<file path="src/rtl/vrf_read_sequencer.sv">
// vrf_read_sequencer: expands an instruction's vector-group source reads into per-field VRF read packets.
module vrf_read_sequencer #(
    parameter int VRF_RPORT_NUM   = 3,
    parameter int VREG_ADDR_WIDTH = 5,
    parameter int TAG_WIDTH       = 4
) (
    input  logic                                     clk,
    input  logic                                     rst,
    input  logic                                     i_req_vld,
    output logic                                     o_req_rdy,
    input  logic [VRF_RPORT_NUM*VREG_ADDR_WIDTH-1:0] i_req_vs,
    input  logic [VRF_RPORT_NUM-1:0]                 i_req_src_en,
    input  logic [1:0]                               i_req_lmul,
    input  logic [TAG_WIDTH-1:0]                     i_req_tag,
    input  logic                                     i_flush,
    input  logic                                     i_vrf_busy,
    output logic [VRF_RPORT_NUM-1:0]                 o_pkt_vld,
    output logic [VRF_RPORT_NUM*VREG_ADDR_WIDTH-1:0] o_pkt_vaddr,
    output logic [VRF_RPORT_NUM*TAG_WIDTH-1:0]       o_pkt_rs_idx,
    output logic [VRF_RPORT_NUM*3-1:0]               o_pkt_rs_field_idx,
    output logic                                     o_seq_done_vld,
    output logic [TAG_WIDTH-1:0]                     o_seq_done_tag
);
    typedef enum logic {IDLE, ISSUE} state_t;
    state_t                                 r_state, w_state_nxt;
    logic [2:0]                             r_fcnt, w_fcnt_nxt, r_nf_m1, w_nf_m1;
    logic [VRF_RPORT_NUM*VREG_ADDR_WIDTH-1:0] r_vs;
    logic [VRF_RPORT_NUM-1:0]               r_en;
    logic [TAG_WIDTH-1:0]                   r_tag, r_done_tag, r_pend_tag;
    logic                                   r_done_vld, r_pend;
    logic                                   w_issue, w_fin, w_last, w_acc, w_zero_done;
    assign w_issue     = r_state == ISSUE;
    assign w_fin       = w_issue & (r_fcnt == r_nf_m1) & ~i_vrf_busy;
    assign o_req_rdy   = ~i_flush & (~w_issue | w_fin);
    assign w_acc       = i_req_vld & o_req_rdy;
    assign w_last      = w_fin & ~i_flush;
    assign w_zero_done = w_acc & ~|i_req_src_en;
    assign w_nf_m1     = {&i_req_lmul, i_req_lmul[1], |i_req_lmul};
    always_comb begin
        w_state_nxt = r_state;
        w_fcnt_nxt  = r_fcnt;
        if (i_flush) begin
            w_state_nxt = IDLE;
            w_fcnt_nxt  = 3'd0;
        end else if (w_acc) begin
            w_state_nxt = |i_req_src_en ? ISSUE : IDLE;
            w_fcnt_nxt  = 3'd0;
        end else if (w_last) begin
            w_state_nxt = IDLE;
            w_fcnt_nxt  = 3'd0;
        end else if (w_issue & ~i_vrf_busy) begin
            w_fcnt_nxt  = r_fcnt + 3'd1;
        end
    end
    // A zero-source request accepted on the edge a sequence completes yields two
    // completions at once; the younger one waits a cycle in r_pend.
    always_ff @(posedge clk) begin
        if (rst) begin
            r_state    <= IDLE;
            r_fcnt     <= 3'd0;
            r_vs       <= '0;
            r_en       <= '0;
            r_nf_m1    <= 3'd0;
            r_tag      <= '0;
            r_done_vld <= 1'b0;
            r_done_tag <= '0;
            r_pend     <= 1'b0;
            r_pend_tag <= '0;
        end else begin
            r_state    <= w_state_nxt;
            r_fcnt     <= w_fcnt_nxt;
            if (w_acc) begin
                r_vs    <= i_req_vs;
                r_en    <= i_req_src_en;
                r_nf_m1 <= w_nf_m1;
                r_tag   <= i_req_tag;
            end
            r_done_vld <= r_pend | w_last | w_zero_done;
            r_done_tag <= r_pend ? r_pend_tag : w_last ? r_tag : w_zero_done ? i_req_tag : '0;
            r_pend     <= w_zero_done & (r_pend | w_last);
            r_pend_tag <= i_req_tag;
        end
    end
    for (genvar i = 0; i < VRF_RPORT_NUM; i++) begin : g_port
        assign o_pkt_vld[i] = w_issue & r_en[i];
        assign o_pkt_vaddr[i*VREG_ADDR_WIDTH +: VREG_ADDR_WIDTH] =
            o_pkt_vld[i] ? r_vs[i*VREG_ADDR_WIDTH +: VREG_ADDR_WIDTH] + VREG_ADDR_WIDTH'(r_fcnt) : '0;
        assign o_pkt_rs_idx[i*TAG_WIDTH +: TAG_WIDTH] = o_pkt_vld[i] ? r_tag : '0;
        assign o_pkt_rs_field_idx[i*3 +: 3]           = o_pkt_vld[i] ? r_fcnt : '0;
    end
    assign o_seq_done_vld = r_done_vld;
    assign o_seq_done_tag = r_done_tag;
endmodule

</file>
<file path="config.mk">
export PLATFORM = sky130hd
export DESIGN_NAME = vrf_read_sequencer
export DESIGN_NICKNAME = d
export VERILOG_FILES = /design/src/rtl/vrf_read_sequencer.sv
export SDC_FILE = /design/constraint.sdc
export NUM_CORES = 1
export LEC_CHECK = 0
export BUFFER_PORTS_ARGS = -buffer_cell sky130_fd_sc_hd__clkbuf_2
export CORE_MARGIN = 3
export CORE_UTILIZATION = 26
export DETAILED_ROUTE_END_ITERATION = 6
export HOLD_SLACK_MARGIN = 0.12
export PLACE_DENSITY = 0.52
export SYNTH_ARGS = -nofsm -noshare
export SYNTH_HDL_FRONTEND = slang
export SYNTH_SLANG_ARGS = --single-unit
</file>
<file path="constraint.sdc">
create_clock -name clk -period 1.75 [get_ports clk]
set_input_delay 0.2625 -clock clk [delete_from_list [all_inputs] [get_ports clk]]
set_output_delay 0.2625 -clock clk [all_outputs]
set_load 0.1 [all_outputs]
</file>
==> results.sh <==
export IMPL_status="finished, violations left"
export IMPL_failed_checks="negative setup slack"
export IMPL_ant_nets=0
export IMPL_synth_top_cell_by_area="dfxtp_1"
export IMPL_drive_above_1_share_pct=55.3
export IMPL_end_kind="output port"
export IMPL_cts_root_buf="clkbuf_8"
export IMPL_die_height_microns=96.9
export IMPL_htreeDepth=2
export IMPL_skew_ns=0.00605
export IMPL_pin_count=74
export IMPL_synthFlopType="dfxtp_1"
export IMPL_cp_data_arrival_time_ns=1.90
export IMPL_synth_top_area_share_pct=36.3
export IMPL_finalCriticalPeriod_ns=2.16
export IMPL_synth_edf_count=0
export IMPL_tns_ns=-3.56
export IMPL_ir_drop_uv=294
export IMPL_hold_end="r_vs[6]$_SDFFE_PP0P_"
export IMPL_min_from="i_req_vs[6]"
export IMPL_grt_ovfl_total=0
export IMPL_grt_pass1_wl_microns=10500
export IMPL_nets=388
export IMPL_drt_total_wl_microns=6240
export IMPL_cts_buffers=5
export IMPL_rsz0062_at_grt="yes"
export IMPL_area_delta_synth_final_pct=78.1
export IMPL_worstReg2RegStart="r_fcnt[1]$_SDFFE_PP0P_"
export IMPL_cts_tree="done"
export IMPL_cts_buffer_depth=2
export IMPL_clkTransAtPathRegs_ns=0.08
export IMPL_drtIter0Drc=61
export IMPL_ctsHoldBuffers=0
export IMPL_synthCells=252
export IMPL_synth_nets=294
export IMPL_stdcell_count=449
export IMPL_place_port_buffers=73
export IMPL_clock_fmax_ghz=0.463
export IMPL_rows=32
export IMPL_finalMaxSlewViolations=0
export IMPL_start_util_pct=27.3
export IMPL_reg2reg_slack_ns=0.02
export IMPL_insertion_delay_ns=0.29
export IMPL_synth_area_leaders="dfxtp_1, nand2_1, and3_1"
export IMPL_cts_sinks=39
export IMPL_antenna_found_initial=0
export IMPL_start_kind="flop"
export IMPL_hold_class="input port to flop"
export IMPL_power_mw=1.90
export IMPL_ys_types=32
export IMPL_die_w_microns=96.9
export IMPL_dp_cells=435
export IMPL_cap_viol_max_count=0
export IMPL_p_leak_nw=1.56
export IMPL_core_area_sq_um=7890
export IMPL_grt_max_degree=19
export IMPL_worst_pin_slew_ns=0.554
export IMPL_syn_area_per_cell_sq_um=8.53
export IMPL_crit_type="flop to output port"
export IMPL_max_slew_margin_pct=63.2
export IMPL_dr_pass1_iters=5
export IMPL_timing_rr_end="o_seq_done_tag[2]$_SDFF_PP0_"
export IMPL_cp_max_fo=6
export IMPL_dpl_hpwl_microns=4710
export IMPL_via_per_inst=4.61
export IMPL_required_ns=1.49
export IMPL_setup_viol=13
export IMPL_drc=0
export IMPL_vias=2070
export IMPL_grt_usage_pct=13.6
export IMPL_gp_congestion=0.761
export IMPL_min_period_over_period_pct=123
export IMPL_async_reset_ff_share_pct=0
export IMPL_synth_warnings=0
export IMPL_wire_per_inst_microns=13.9
export IMPL_ys_seq_elements=39
export IMPL_finalHoldViolations=0
export IMPL_hold_depth=3
export IMPL_setup_ws_ns=-0.410
export IMPL_ys_seq_area_share_pct=36.3
export IMPL_syn_area_sq_um=2150
export IMPL_pwr_density_cell_nw_per_um2=497
export IMPL_grt_pass1_vias=2136
export IMPL_reg2reg_depth=8
export IMPL_fin_util_pct=48.5
export IMPL_antenna_cells=0
export IMPL_die_area_sq_um=9390
==> layout make-up <==
class,count,area (sq um)
clock buffers,7,76.3
clock inverters,1,5.00
fillers,730,4060
inverters,3,11.3
multi-input cells,193,1590
flip-flops and latches,39,795
well taps,102,128
repair buffers,104,1220
==> logic make-up after synthesis <==
group	Yosys count	share of synthesized area [%]
simple gates	124	30.4
compound gates	41	13.2
flops	39	36.3
buf+inv	20	5.30
xor+xnor	14	5.70
fa+ha+maj	13	8.61
mux	1	0.466
==> sequential cells by signal, summed over array words and instances (netlist names), 3 cells and up <==
name            cells
o_seq_done_tag      4
r_fcnt              3
r_vs               15
r_nf_m1             3
r_en                3
r_tag               4
r_pend_tag          4
==> stage by stage <==
stage	worst slack, ns	hold WS, ns	cell area, sq um
after floorplan	-0.232	0.391	2340
after global placement	-0.0817	0.451	3520
after detailed placement	-0.0835	0.455	3520
after CTS	-0.406	0.175	3750
after global routing	-0.467	0.196	3830
final	-0.410	0.178	3830
==> layout by cell type (no fill, tap or decap), types with 4 or more instances in the layout <==
cell type  netlist  final
and3_2           0     22
nor2_1          16      7
buf_6            1      6
ha_4             0      8
buf_12           0     40
clkbuf_8         0      5
a21oi_1         30     25
a21oi_2          0      5
dfxtp_2          0      5
nor2_4           0      9
clkbuf_2         0     33
xnor2_2          0      5
a221oi_2         4      4
nor3_2           4      4
buf_4            7     25
nor2b_1         12     11
nand2_1         52     50
dfxtp_1         39     32
==> power breakdown <==
group	internal (mW)	leakage [nW]	total, mW	switching [mW]
combinational	0.146	1.19	0.331	0.185
clock	0.280	0.0422	0.590	0.310
sequential	0.930	0.323	0.984	0.0542
==> cells in the mapped netlist (2+ instances only) <==
master    number
buf_4          7
nor3_2         4
nand3_1        2
nor2_1        16
clkbuf_1       8
nand2_1       52
nor3_1         3
and3_1        27
nor3b_2        2
a21oi_1       30
fa_1           3
a221oi_2       4
xnor2_1       10
inv_1          3
xor2_1         4
dfxtp_1       39
a21o_1         3
ha_1          10
nor2b_1       12
==> worst max path at each step <==
stage / start / endpoint / slack (ns) / cells past startpoint
after global routing: r_fcnt[0]$_SDFFE_PP0P_ / o_pkt_vaddr[14] / -0.47 / 7
final: r_fcnt[0]$_SDFFE_PP0P_ / o_pkt_vaddr[14] / -0.41 / 7
after CTS: r_fcnt[0]$_SDFFE_PP0P_ / o_pkt_vaddr[9] / -0.41 / 7
after global placement: r_fcnt[0]$_SDFFE_PP0P_ / o_pkt_vaddr[9] / -0.08 / 7
after floorplan: r_fcnt[0]$_SDFFE_PP0P_ / o_pkt_vaddr[14] / -0.23 / 6
after detailed placement: r_fcnt[0]$_SDFFE_PP0P_ / o_pkt_vaddr[14] / -0.08 / 7
==> critical path, cell delays in order (launching register included) <==
cell and delay (ns):
dfxtp_4 0.39, ha_4 0.17, fa_2 0.36, a21oi_2 0.15, nor2b_1 0.07, xnor2_1 0.23, nor2_4 0.07, buf_12 0.17
==> routing by layer <==
layer	GRT usage, %	routed length (microns)
met1	15.9	2590
met3	4.54	401
met4	4.00	93
met2	23.7	3160
met5	0	0
==> repair_timing <==
item	in CTS	in global routing
setup endpoints to repair	18	21
cloned	0	0
gates resized for setup	20	14
pin swaps	3	9
buffers inserted	4	3
No activity file was read; power rests on OpenSTA's default activity.
